`src/rtl/ram_burst_pkg.sv`:
```
// Shared types and constants for the RAM burst controller.
package ram_burst_pkg;

  // Controller states.
  typedef enum logic [1:0] {
    ST_IDLE  = 2'd0,
    ST_WRITE = 2'd1,
    ST_READ  = 2'd2,
    ST_DONE  = 2'd3
  } state_t;

  // Burst direction encoding on the mode input.
  localparam logic MODE_WR = 1'b0;
  localparam logic MODE_RD = 1'b1;

  // Read-return buffer depth; the issue throttle is sized against this.
  localparam int FIFO_DEPTH = 2;

endpackage

```
`src/rtl/ram_burst_ctrl_if.sv`:
```
// Command, stream and RAM-side signals of the burst controller.
// slave = the controller's view, master = the surrounding system (incl. RAM).
interface ram_burst_ctrl_if #(
  parameter int DATA_W = 32,
  parameter int ADDR_W = 8
);
  // Command channel
  logic              start;
  logic              mode;
  logic [ADDR_W-1:0] base_addr;
  logic [ADDR_W:0]   len;
  logic              busy;
  logic              done;
  // Write stream
  logic              s_valid;
  logic [DATA_W-1:0] s_data;
  logic              s_ready;
  // Read stream
  logic              m_valid;
  logic [DATA_W-1:0] m_data;
  logic              m_last;
  logic              m_ready;
  // RAM port
  logic              ram_we;
  logic [ADDR_W-1:0] ram_addr;
  logic [DATA_W-1:0] ram_din;
  logic [DATA_W-1:0] ram_dout;

  modport slave (
    input  start, mode, base_addr, len, s_valid, s_data, m_ready, ram_dout,
    output busy, done, s_ready, m_valid, m_data, m_last, ram_we, ram_addr, ram_din
  );

  modport master (
    output start, mode, base_addr, len, s_valid, s_data, m_ready, ram_dout,
    input  busy, done, s_ready, m_valid, m_data, m_last, ram_we, ram_addr, ram_din
  );
endinterface

```
`src/rtl/stream_fifo2.sv`:
```
// Two-entry FIFO holding read-return words (data plus last flag).
// Push and pop may happen in the same cycle, including when full.
module stream_fifo2
  import ram_burst_pkg::*;
#(
  parameter int W = 33
) (
  input  logic         clk,
  input  logic         rst_n,
  input  logic         push_i,
  input  logic [W-1:0] din_i,
  input  logic         pop_i,
  output logic [1:0]   count_o,
  output logic [W-1:0] head_o
);

  logic [W-1:0] mem_q [FIFO_DEPTH];
  logic         rd_ptr_q;
  logic         wr_ptr_q;
  logic [1:0]   count_q;
  logic         pop_ok;
  logic         push_ok;

  // A pop on empty is dropped; a push on full is accepted only with a pop.
  assign pop_ok  = pop_i && (count_q != 2'd0);
  assign push_ok = push_i && ((count_q != 2'(FIFO_DEPTH)) || pop_ok);

  assign count_o = count_q;
  assign head_o  = mem_q[rd_ptr_q];

  // Storage: write the incoming word into the slot at the write pointer.
  always_ff @(posedge clk or negedge rst_n) begin
    if (!rst_n) begin
      for (int i = 0; i < FIFO_DEPTH; i++) begin
        mem_q[i] <= {W{1'b0}};
      end
    end else if (push_ok) begin
      mem_q[wr_ptr_q] <= din_i;
    end
  end

  // Pointers and occupancy.
  always_ff @(posedge clk or negedge rst_n) begin
    if (!rst_n) begin
      rd_ptr_q <= 1'b0;
      wr_ptr_q <= 1'b0;
      count_q  <= 2'd0;
    end else begin
      if (push_ok) begin
        wr_ptr_q <= ~wr_ptr_q;
      end
      if (pop_ok) begin
        rd_ptr_q <= ~rd_ptr_q;
      end
      count_q <= count_q + {1'b0, push_ok} - {1'b0, pop_ok};
    end
  end

endmodule

```
`src/rtl/ram_burst_ctrl.sv`:
```
// Burst controller in front of a synchronous-read RAM: turns a write stream
// into consecutive RAM writes and consecutive RAM reads into a read stream,
// buffering the one-cycle read latency so backpressure never loses data.
module ram_burst_ctrl
  import ram_burst_pkg::*;
#(
  parameter int DATA_W = 32,
  parameter int ADDR_W = 8
) (
  input logic             clk,
  input logic             rst_n,
  ram_burst_ctrl_if.slave bus
);

  localparam logic [ADDR_W:0]   LEN_ZERO  = {(ADDR_W+1){1'b0}};
  localparam logic [ADDR_W:0]   LEN_ONE   = {{ADDR_W{1'b0}}, 1'b1};
  localparam logic [ADDR_W-1:0] ADDR_ZERO = {ADDR_W{1'b0}};
  localparam logic [ADDR_W-1:0] ADDR_ONE  = {{(ADDR_W-1){1'b0}}, 1'b1};
  localparam logic [DATA_W-1:0] DATA_ZERO = {DATA_W{1'b0}};

  state_t            state_q;
  logic [ADDR_W-1:0] cur_addr_q;
  logic [ADDR_W-1:0] addr_hold_q;
  logic [ADDR_W:0]   rem_q;
  logic              busy_q;
  logic              done_q;
  logic              s_ready_q;
  logic              inflight_q;
  logic              inflight_last_q;

  logic [1:0]        fifo_count;
  logic [DATA_W:0]   fifo_head;
  logic              in_write;
  logic              wr_hs;
  logic              pop;
  logic              issue;
  logic [2:0]        occupancy;
  logic [ADDR_W-1:0] ram_addr_c;

  assign in_write = (state_q == ST_WRITE);
  assign wr_hs    = in_write && bus.s_valid;
  assign pop      = (fifo_count != 2'd0) && bus.m_ready;

  // Buffer occupancy after this edge; a read issued now lands next cycle,
  // so it may only go out if that slot is guaranteed free.
  assign occupancy = {1'b0, fifo_count} + {2'b00, inflight_q} - {2'b00, pop};
  assign issue     = (state_q == ST_READ) && (rem_q != LEN_ZERO) &&
                     (occupancy < 3'(FIFO_DEPTH));

  // Address is driven while writing or issuing a read, otherwise held.
  assign ram_addr_c   = (in_write || issue) ? cur_addr_q : addr_hold_q;
  assign bus.ram_addr = ram_addr_c;
  assign bus.ram_we   = wr_hs;
  assign bus.ram_din  = in_write ? bus.s_data : DATA_ZERO;

  assign bus.busy    = busy_q;
  assign bus.done    = done_q;
  assign bus.s_ready = s_ready_q;
  assign bus.m_valid = (fifo_count != 2'd0);
  assign bus.m_data  = fifo_head[DATA_W-1:0];
  assign bus.m_last  = bus.m_valid && fifo_head[DATA_W];

  stream_fifo2 #(
    .W (DATA_W + 1)
  ) u_fifo (
    .clk     (clk),
    .rst_n   (rst_n),
    .push_i  (inflight_q),
    .din_i   ({inflight_last_q, bus.ram_dout}),
    .pop_i   (pop),
    .count_o (fifo_count),
    .head_o  (fifo_head)
  );

  // Burst FSM with its counters, read-pipeline tracking and registered flags.
  always_ff @(posedge clk or negedge rst_n) begin
    if (!rst_n) begin
      state_q         <= ST_IDLE;
      cur_addr_q      <= ADDR_ZERO;
      addr_hold_q     <= ADDR_ZERO;
      rem_q           <= LEN_ZERO;
      busy_q          <= 1'b0;
      done_q          <= 1'b0;
      s_ready_q       <= 1'b0;
      inflight_q      <= 1'b0;
      inflight_last_q <= 1'b0;
    end else begin
      done_q          <= 1'b0;
      inflight_q      <= issue;
      inflight_last_q <= issue && (rem_q == LEN_ONE);
      addr_hold_q     <= ram_addr_c;
      case (state_q)
        ST_IDLE: begin
          if (bus.start) begin
            if (bus.len == LEN_ZERO) begin
              state_q <= ST_DONE;
              done_q  <= 1'b1;
            end else begin
              cur_addr_q <= bus.base_addr;
              rem_q      <= bus.len;
              busy_q     <= 1'b1;
              if (bus.mode == MODE_RD) begin
                state_q <= ST_READ;
              end else begin
                state_q   <= ST_WRITE;
                s_ready_q <= 1'b1;
              end
            end
          end
        end
        ST_WRITE: begin
          if (wr_hs) begin
            cur_addr_q <= cur_addr_q + ADDR_ONE;
            rem_q      <= rem_q - LEN_ONE;
            if (rem_q == LEN_ONE) begin
              state_q   <= ST_DONE;
              busy_q    <= 1'b0;
              s_ready_q <= 1'b0;
              done_q    <= 1'b1;
            end
          end
        end
        ST_READ: begin
          if (issue) begin
            cur_addr_q <= cur_addr_q + ADDR_ONE;
            rem_q      <= rem_q - LEN_ONE;
          end
          // The tagged last word leaving the buffer ends the burst.
          if (pop && fifo_head[DATA_W]) begin
            state_q <= ST_DONE;
            busy_q  <= 1'b0;
            done_q  <= 1'b1;
          end
        end
        ST_DONE: begin
          state_q <= ST_IDLE;
        end
        default: begin
          state_q   <= ST_IDLE;
          busy_q    <= 1'b0;
          s_ready_q <= 1'b0;
        end
      endcase
    end
  end

endmodule
```
`src/flat_wrapper.sv`:
```
// flat-port wrapper written by rule: the top's interface ports become plain ports
module ram_burst_ctrl_flat import ram_burst_pkg::*;
#(
  parameter int DATA_W = 32,
  parameter int ADDR_W = 8
)
  (clk, rst_n, bus_start, bus_mode, bus_base_addr, bus_len, bus_s_valid, bus_s_data, bus_m_ready, bus_ram_dout, bus_busy, bus_done, bus_s_ready, bus_m_valid, bus_m_data, bus_m_last, bus_ram_we, bus_ram_addr, bus_ram_din);
  ram_burst_ctrl_if #(.DATA_W(DATA_W), .ADDR_W(ADDR_W)) bus_i ();
  input logic clk;
  input logic rst_n;
  input wire logic [$bits(bus_i.start)-1:0] bus_start;
  input wire logic [$bits(bus_i.mode)-1:0] bus_mode;
  input wire logic [$bits(bus_i.base_addr)-1:0] bus_base_addr;
  input wire logic [$bits(bus_i.len)-1:0] bus_len;
  input wire logic [$bits(bus_i.s_valid)-1:0] bus_s_valid;
  input wire logic [$bits(bus_i.s_data)-1:0] bus_s_data;
  input wire logic [$bits(bus_i.m_ready)-1:0] bus_m_ready;
  input wire logic [$bits(bus_i.ram_dout)-1:0] bus_ram_dout;
  output wire logic [$bits(bus_i.busy)-1:0] bus_busy;
  output wire logic [$bits(bus_i.done)-1:0] bus_done;
  output wire logic [$bits(bus_i.s_ready)-1:0] bus_s_ready;
  output wire logic [$bits(bus_i.m_valid)-1:0] bus_m_valid;
  output wire logic [$bits(bus_i.m_data)-1:0] bus_m_data;
  output wire logic [$bits(bus_i.m_last)-1:0] bus_m_last;
  output wire logic [$bits(bus_i.ram_we)-1:0] bus_ram_we;
  output wire logic [$bits(bus_i.ram_addr)-1:0] bus_ram_addr;
  output wire logic [$bits(bus_i.ram_din)-1:0] bus_ram_din;
  assign bus_i.start = bus_start;
  assign bus_i.mode = bus_mode;
  assign bus_i.base_addr = bus_base_addr;
  assign bus_i.len = bus_len;
  assign bus_i.s_valid = bus_s_valid;
  assign bus_i.s_data = bus_s_data;
  assign bus_i.m_ready = bus_m_ready;
  assign bus_i.ram_dout = bus_ram_dout;
  assign bus_busy = bus_i.busy;
  assign bus_done = bus_i.done;
  assign bus_s_ready = bus_i.s_ready;
  assign bus_m_valid = bus_i.m_valid;
  assign bus_m_data = bus_i.m_data;
  assign bus_m_last = bus_i.m_last;
  assign bus_ram_we = bus_i.ram_we;
  assign bus_ram_addr = bus_i.ram_addr;
  assign bus_ram_din = bus_i.ram_din;
  ram_burst_ctrl #(.DATA_W(DATA_W), .ADDR_W(ADDR_W)) u_core (.clk(clk), .rst_n(rst_n), .bus(bus_i));
endmodule
```
`config.mk`:
```
export PLATFORM = sky130hd
export DESIGN_NAME = ram_burst_ctrl_flat
export DESIGN_NICKNAME = d
export VERILOG_FILES = /design/src/rtl/ram_burst_pkg.sv /design/src/rtl/ram_burst_ctrl_if.sv /design/src/rtl/stream_fifo2.sv /design/src/rtl/ram_burst_ctrl.sv /design/src/flat_wrapper.sv
export SDC_FILE = /design/constraint.sdc
export NUM_CORES = 1
export LEC_CHECK = 0
export BUFFER_PORTS_ARGS = -buffer_cell sky130_fd_sc_hd__buf_4
export CAP_MARGIN = 20
export CELL_PAD_IN_SITES_DETAIL_PLACEMENT = 0
export CELL_PAD_IN_SITES_GLOBAL_PLACEMENT = 1
export CORE_ASPECT_RATIO = 2
export CORE_MARGIN = 4
export CORE_UTILIZATION = 36
export CTS_CLUSTER_DIAMETER = 60
export DETAILED_ROUTE_END_ITERATION = 10
export GPL_TIMING_DRIVEN = 0
export PLACE_DENSITY_LB_ADDON = 0.1
export SETUP_SLACK_MARGIN = 0.4
export SLEW_MARGIN = 40
export SYNTH_ARGS = -nofsm -noshare
export SYNTH_HDL_FRONTEND = slang
export SYNTH_SLANG_ARGS = --single-unit
```
`constraint.sdc`:
```
create_clock -name clk -period 4.85 [get_ports clk]
set_input_delay 1.455 -clock clk [delete_from_list [all_inputs] [get_ports clk]]
set_output_delay 1.455 -clock clk [all_outputs]
set_load 0.005 [all_outputs]
```
[After elaboration in Yosys (flattened, before gate mapping)]
Cells that the tools add are included.
Cells by class
  add/sub/neg operators: 6
  magnitude comparators: 4
  reductions and logical operators: 22
  equality and inequality tests: 12
  bitwise gates (word level): 4
  multiplexer cells: 41
Operators with widths (number)
  $mux 33: 4
  $bwmux 66: 1
  $mux 8: 5
  $mux 9: 4
  $demux 33 s1: 1
  $mux 32: 1
  $pmux 9 s3: 1
  $pmux 8 s3: 1
  $ne 2x2->1 const B: 7
  $mux 1: 13
  $mux 2: 6
  $reduce_and 6->1: 2
  $logic_and 1x1->1: 10
  $eq 9x1->1 const B: 1
  $logic_not 9->1: 1
  $reduce_bool 9->1: 1
  $sub 9x1->9 const B: 1
  $add 8x1->8 const B: 1
  $pmux 2 s4: 1
  $pmux 1 s3: 2
  $reduce_and 5->1: 1
  $eq 2x2->1 const B: 2
  $ge 2x2->1 const B: 2
  $not 1->2: 2
  15 further kinds: 18
Storage, ports and cells
  output and inout bits: 78
  register bits after elaboration: 102
  word-level logic and storage cells: 103
  input bits: 87

[Logic depth before layout (Yosys ltp)]
  word-level depth: 7
  mapped depth: 12
  gate-level depth less buffers: 10

[By module]
Synthesis repeated with hierarchy kept, for this count alone.
Second synthesis, totals
  cells, all modules: 438
  area, all modules: 5288.8 um2
Modules (own cells, without submodules)
  stream_fifo2: cells each 192, seq. area each 1751.7 um2, instances 1, area each 3078.0 um2
  ram_burst_ctrl: cells each 246, seq. area each 800.8 um2, instances 1, area each 2210.9 um2

[Worst setup path before layout]
OpenSTA, ideal clock, no wires.
  path kind: input to output
  from: input port bus_m_ready
  to: output port bus_ram_addr[0]
  arrival: 3.351 ns
  buffers on the path: 0
  cell stages on the path: 10
  setup slack: 0.044 ns
  required time: 3.395 ns
  cells stage by stage: o21ai_1 -> inv_1 -> ha_1 -> nand2b_1 -> fa_1 -> xnor2_1 -> nand3_1 -> nor2_1 -> nor2_4 -> mux2_1
Between the ends
  longest elaborated chain between the ends: 6
Ends and longest elaborated chain
  start, declared: RTL line flat_wrapper.sv:17  | input wire logic [$bits(bus_i.m_ready)-1:0] bus_m_ready;
  $logic_and 1x1->1: RTL line ram_burst_ctrl.sv:42  | assign pop = (fifo_count != 2'd0) && bus.m_ready;
  $sub 3x1->3: RTL line ram_burst_ctrl.sv:46  | assign occupancy = {1'b0, fifo_count} + {2'b00, inflight_q} - {2'b00, pop};
  $lt 3x2->1: RTL line ram_burst_ctrl.sv:48  | (occupancy < 3'(FIFO_DEPTH));
  $logic_and 1x1->1: RTL line ram_burst_ctrl.sv:47  | assign issue = (state_q == ST_READ) && (rem_q != LEN_ZERO) &&
  via u_core.issue: RTL line ram_burst_ctrl.sv:36  | logic issue;
  $logic_or 1x1->1: RTL line ram_burst_ctrl.sv:51  | assign ram_addr_c = (in_write || issue) ? cur_addr_q : addr_hold_q;
  $mux 8: RTL line ram_burst_ctrl.sv:51
  end, declared: RTL line flat_wrapper.sv:26  | output wire logic [$bits(bus_i.ram_addr)-1:0] bus_ram_addr;
The timed path passes the listed nets, and every way through them passes these cells.

[Worst setup path after layout]
  from: input port bus_m_ready
  to: output port bus_ram_addr[2]
Same word-level chain as after synthesis.

==> impl_metrics.yaml <==
sta:
  worst_slack_ns: -0.0677
  tightest_slew_ns: 0.664
  rsz0062_at_grt: "yes"
  slew_headroom_pct: 55.7
  finClkSkew_ns: 0.00823
  max_freq_ghz: 0.203
  hold_slack_ns: 0.500
  period_share_pct: 101
  final_max_slew_viol_count: 0
  setup_violations: 8
  hold_viol_final: 0
  final.min_clock_period_ns: 4.92
yosys:
  synthCells: 444
  synth-main-ff-cell: "dfrtp_1"
  syn_avg_cell_area_um2: 11.7
  yosys.area.top_type_share_pct: 48.9
  synth_nets: 543
  synthesis.area_um2: 5220
  ys_types: 45
  synthTopCellsByCount: "mux2_2, dfrtp_1, and2_1, inv_1, nand3_1"
  synth_seq_cells: 102
  synth_area_leaders: "dfrtp_1, mux2_2, and2_1"
  synth_edf_count: 0
  yosysWarnings: 0
  synth_most_common_cell: "mux2_2"
  yosys.area.top_type: "dfrtp_1"
  seq_area_frac_synth_pct: 48.9
  synthArstFlopShare_pct: 100
finish:
  drive_above_1_share_pct: 50.2
  n_antenna_cell: 0
  final_nets: 725
  postLayoutCoreUtil_pct: 50.4
  area_growth_pct: 37.9
  fillCellCount: 1392
worst_hold_path:
  hp-class: "flip-flop to flip-flop"
floorplanning:
  dieArea_um2: 16600
  die_x_um: 93.1
  initial_core_util_pct: 36.5
  die_y_um: 178
  rows: 62
  core_region_area_um2: 14300
  ioPinCount: 165
routing:
  via_per_inst: 5.02
  drtPass1Iterations: 5
  vias: 4134
  routed_wl_mm: 14.1
  drt-initial-drc-count: 96
  route.detailed.drc: 0
  ant_nets: 0
  wl_per_cell_um: 17.1
cts:
  cts_buffer_depth: 2
  cts_tree: "yes"
  ctsHoldBuffers: 0
  numCtsBuffers: 9
  path_clk_slew_ns: 0.07
  insertion_delay_ns: 0.34
  clockRootBuffer: "clkbuf_16"
  cts_sinks: 102
  htreeDepth: 3
global_route:
  first_global_vias: 4382
  grt_max_degree: 103
  grtUsageTotal_pct: 17.4
  grt-ovfl-total: 0
  grt_pass1_wl_mm: 22.6
  grt_antenna_before_repair: 0
setup_path:
  r2r_end: "u_core.rem_q[5]$_DFFE_PN0P_"
  endpoint: "bus_ram_addr[2]"
  cpPeakStageDelay_ns: 0.55
  cp-start-kind: "primary input"
  crit_type: "primary input to primary output"
  ff2ff_path_depth: 11
  cp.required_ns: 3.39
  ff2ff_setup_slack_ns: 1.64
  critPathCaptureType: "primary output"
  startpoint: "bus_m_ready"
  worstPathMaxFanout: 8
  rr_startpoint: "u_core.u_fifo.count_o[1]$_DFF_PN0_"
  path_common_cell: "nor2_4"
  cp_slowest_cell: "fa_2"
  path_cells: "buf_8 > o21ai_4 > inv_2 > ha_4 > nand2b_4 > fa_2 > nand3_2 > nor2_4 > nor2_4 > buf_12 > mux2_4 > buf_6"
  crit_arrival_ns: 3.46
power:
  peakVddDrop_mv: 0.350
  powerDensity_nw_per_um2: 685
  p_leak_nw: 3.42
  p_total_mw: 4.92
place:
  routabilityCongestion: 0.871
  portBuffers: 164
  dp.final_hpwl_mm: 10.7
  preCtsSetupSlack_ns: -0.333
job:
  cap_violations: 0
outcome:
  violations: "setup timing"
  status: "finished, violations left"
through the flow:
stage	TNS, ns	cells	cell area, µm²
after detailed placement	-2.57	800	6750
final	-0.509	823	7190
after global placement	-2.32	800	6740
after floorplan	0	444	5270
after CTS	-0.765	822	7150
after global routing	-1.05	823	7190
worst max-delay path: cells and delay by family:
kind / cells / cell delay [ns]
compound gates: 1 / 0.06
mux: 1 / 0.31
simple gates: 4 / 0.45
buf+inv: 4 / 0.43
fa+ha+maj: 2 / 0.75
layout by cell type (no fill, tap or decap), types with 5 or more instances in the layout:
| cell type | n |
|---|---|
| a21oi_1 | 16 |
| nand3_1 | 18 |
| dfrtp_1 | 102 |
| o211ai_1 | 7 |
| mux2_2 | 99 |
| inv_1 | 20 |
| mux2_4 | 8 |
| nor3_1 | 9 |
| clkbuf_16 | 9 |
| nor2_1 | 10 |
| nand2_1 | 8 |
| a31oi_1 | 5 |
| buf_6 | 10 |
| clkbuf_1 | 12 |
| buf_4 | 159 |
| o21ai_0 | 9 |
| and3_1 | 11 |
| buf_2 | 8 |
| ha_1 | 10 |
| a41oi_1 | 8 |
| and2_1 | 36 |
how the worst min path moves through the flow:
| stage | startpoint | end | slack [ns] | cells after the start |
|---|---|---|---|---|
| after floorplan | u_core.u_fifo.wr_ptr_q$_DFFE_PN0P_ | u_core.u_fifo.wr_ptr_q$_DFFE_PN0P_ | 0.47 | 1 |
| after global placement | u_core.addr_hold_q[7]$_DFF_PN0_ | u_core.addr_hold_q[7]$_DFF_PN0_ | 0.48 | 1 |
| after detailed placement | u_core.addr_hold_q[7]$_DFF_PN0_ | u_core.addr_hold_q[7]$_DFF_PN0_ | 0.48 | 1 |
| after CTS | u_core.u_fifo.mem_q[29]$_DFFE_PN0P_ | u_core.u_fifo.mem_q[29]$_DFFE_PN0P_ | 0.51 | 1 |
| after global routing | u_core.u_fifo.mem_q[29]$_DFFE_PN0P_ | u_core.u_fifo.mem_q[29]$_DFFE_PN0P_ | 0.52 | 1 |
| final | u_core.u_fifo.wr_ptr_q$_DFFE_PN0P_ | u_core.u_fifo.wr_ptr_q$_DFFE_PN0P_ | 0.50 | 1 |
logic make-up (layout without fill, tap and decap cells):
| family | count (synthesis) | count (layout) | synth area share (%) |
|---|---|---|---|
| AOI/OAI and AO/OA | 57 | 57 | 7.17 |
| DFF | 102 | 102 | 48.9 |
| muxes | 110 | 110 | 23.7 |
| and+or+nand+nor | 112 | 112 | 12.5 |
| buffers and inverters | 46 | 233 | 3.79 |
| adders and majority gates | 12 | 12 | 3.02 |
| xor gates and xnor gates | 5 | 5 | 0.840 |
power by group:
part | switching, mW | total, mW | internal, mW
sequential | 0.270 | 1.52 | 1.25
combinational | 1.23 | 2.71 | 1.48
clock | 0.330 | 0.701 | 0.371
total | 1.83 | 4.92 | 3.10
timing repair:
item | 4_1_cts | 5_1_grt
resized for setup | 13 | 2
setup endpoints to repair | 8 | 8
pin swaps | 6 | 5
buffers inserted | 6 | 0
layer usage:
layer	wire [µm]	track usage [%]
met1	5040	19.1
met2	8060	32.9
met3	623	3.21
met4	348	5.99
met5	0	0
cell type report:
cell class              count  area, µm²  area share, %
clock inverters             6       50.0          0.696
repair buffers            171       1360           18.9
flip-flops and latches    102       2550           35.5
inverters                  21       78.8           1.10
well taps                 192        240           3.34
clock buffers              10        239           3.32
multi-input cells         296       2550           35.5
plain buffers              25        119           1.65
flip-flops by register name, summed over array words and instances (netlist names), 2 cells and up:
name and flops:
u_core.u_fifo.mem_q 66, u_core.cur_addr_q 8, u_core.rem_q 9, u_core.state_q 2, u_core.u_fifo.count_o 2, u_core.addr_hold_q 8
Note: power is estimated with default switching activity, not from simulation.
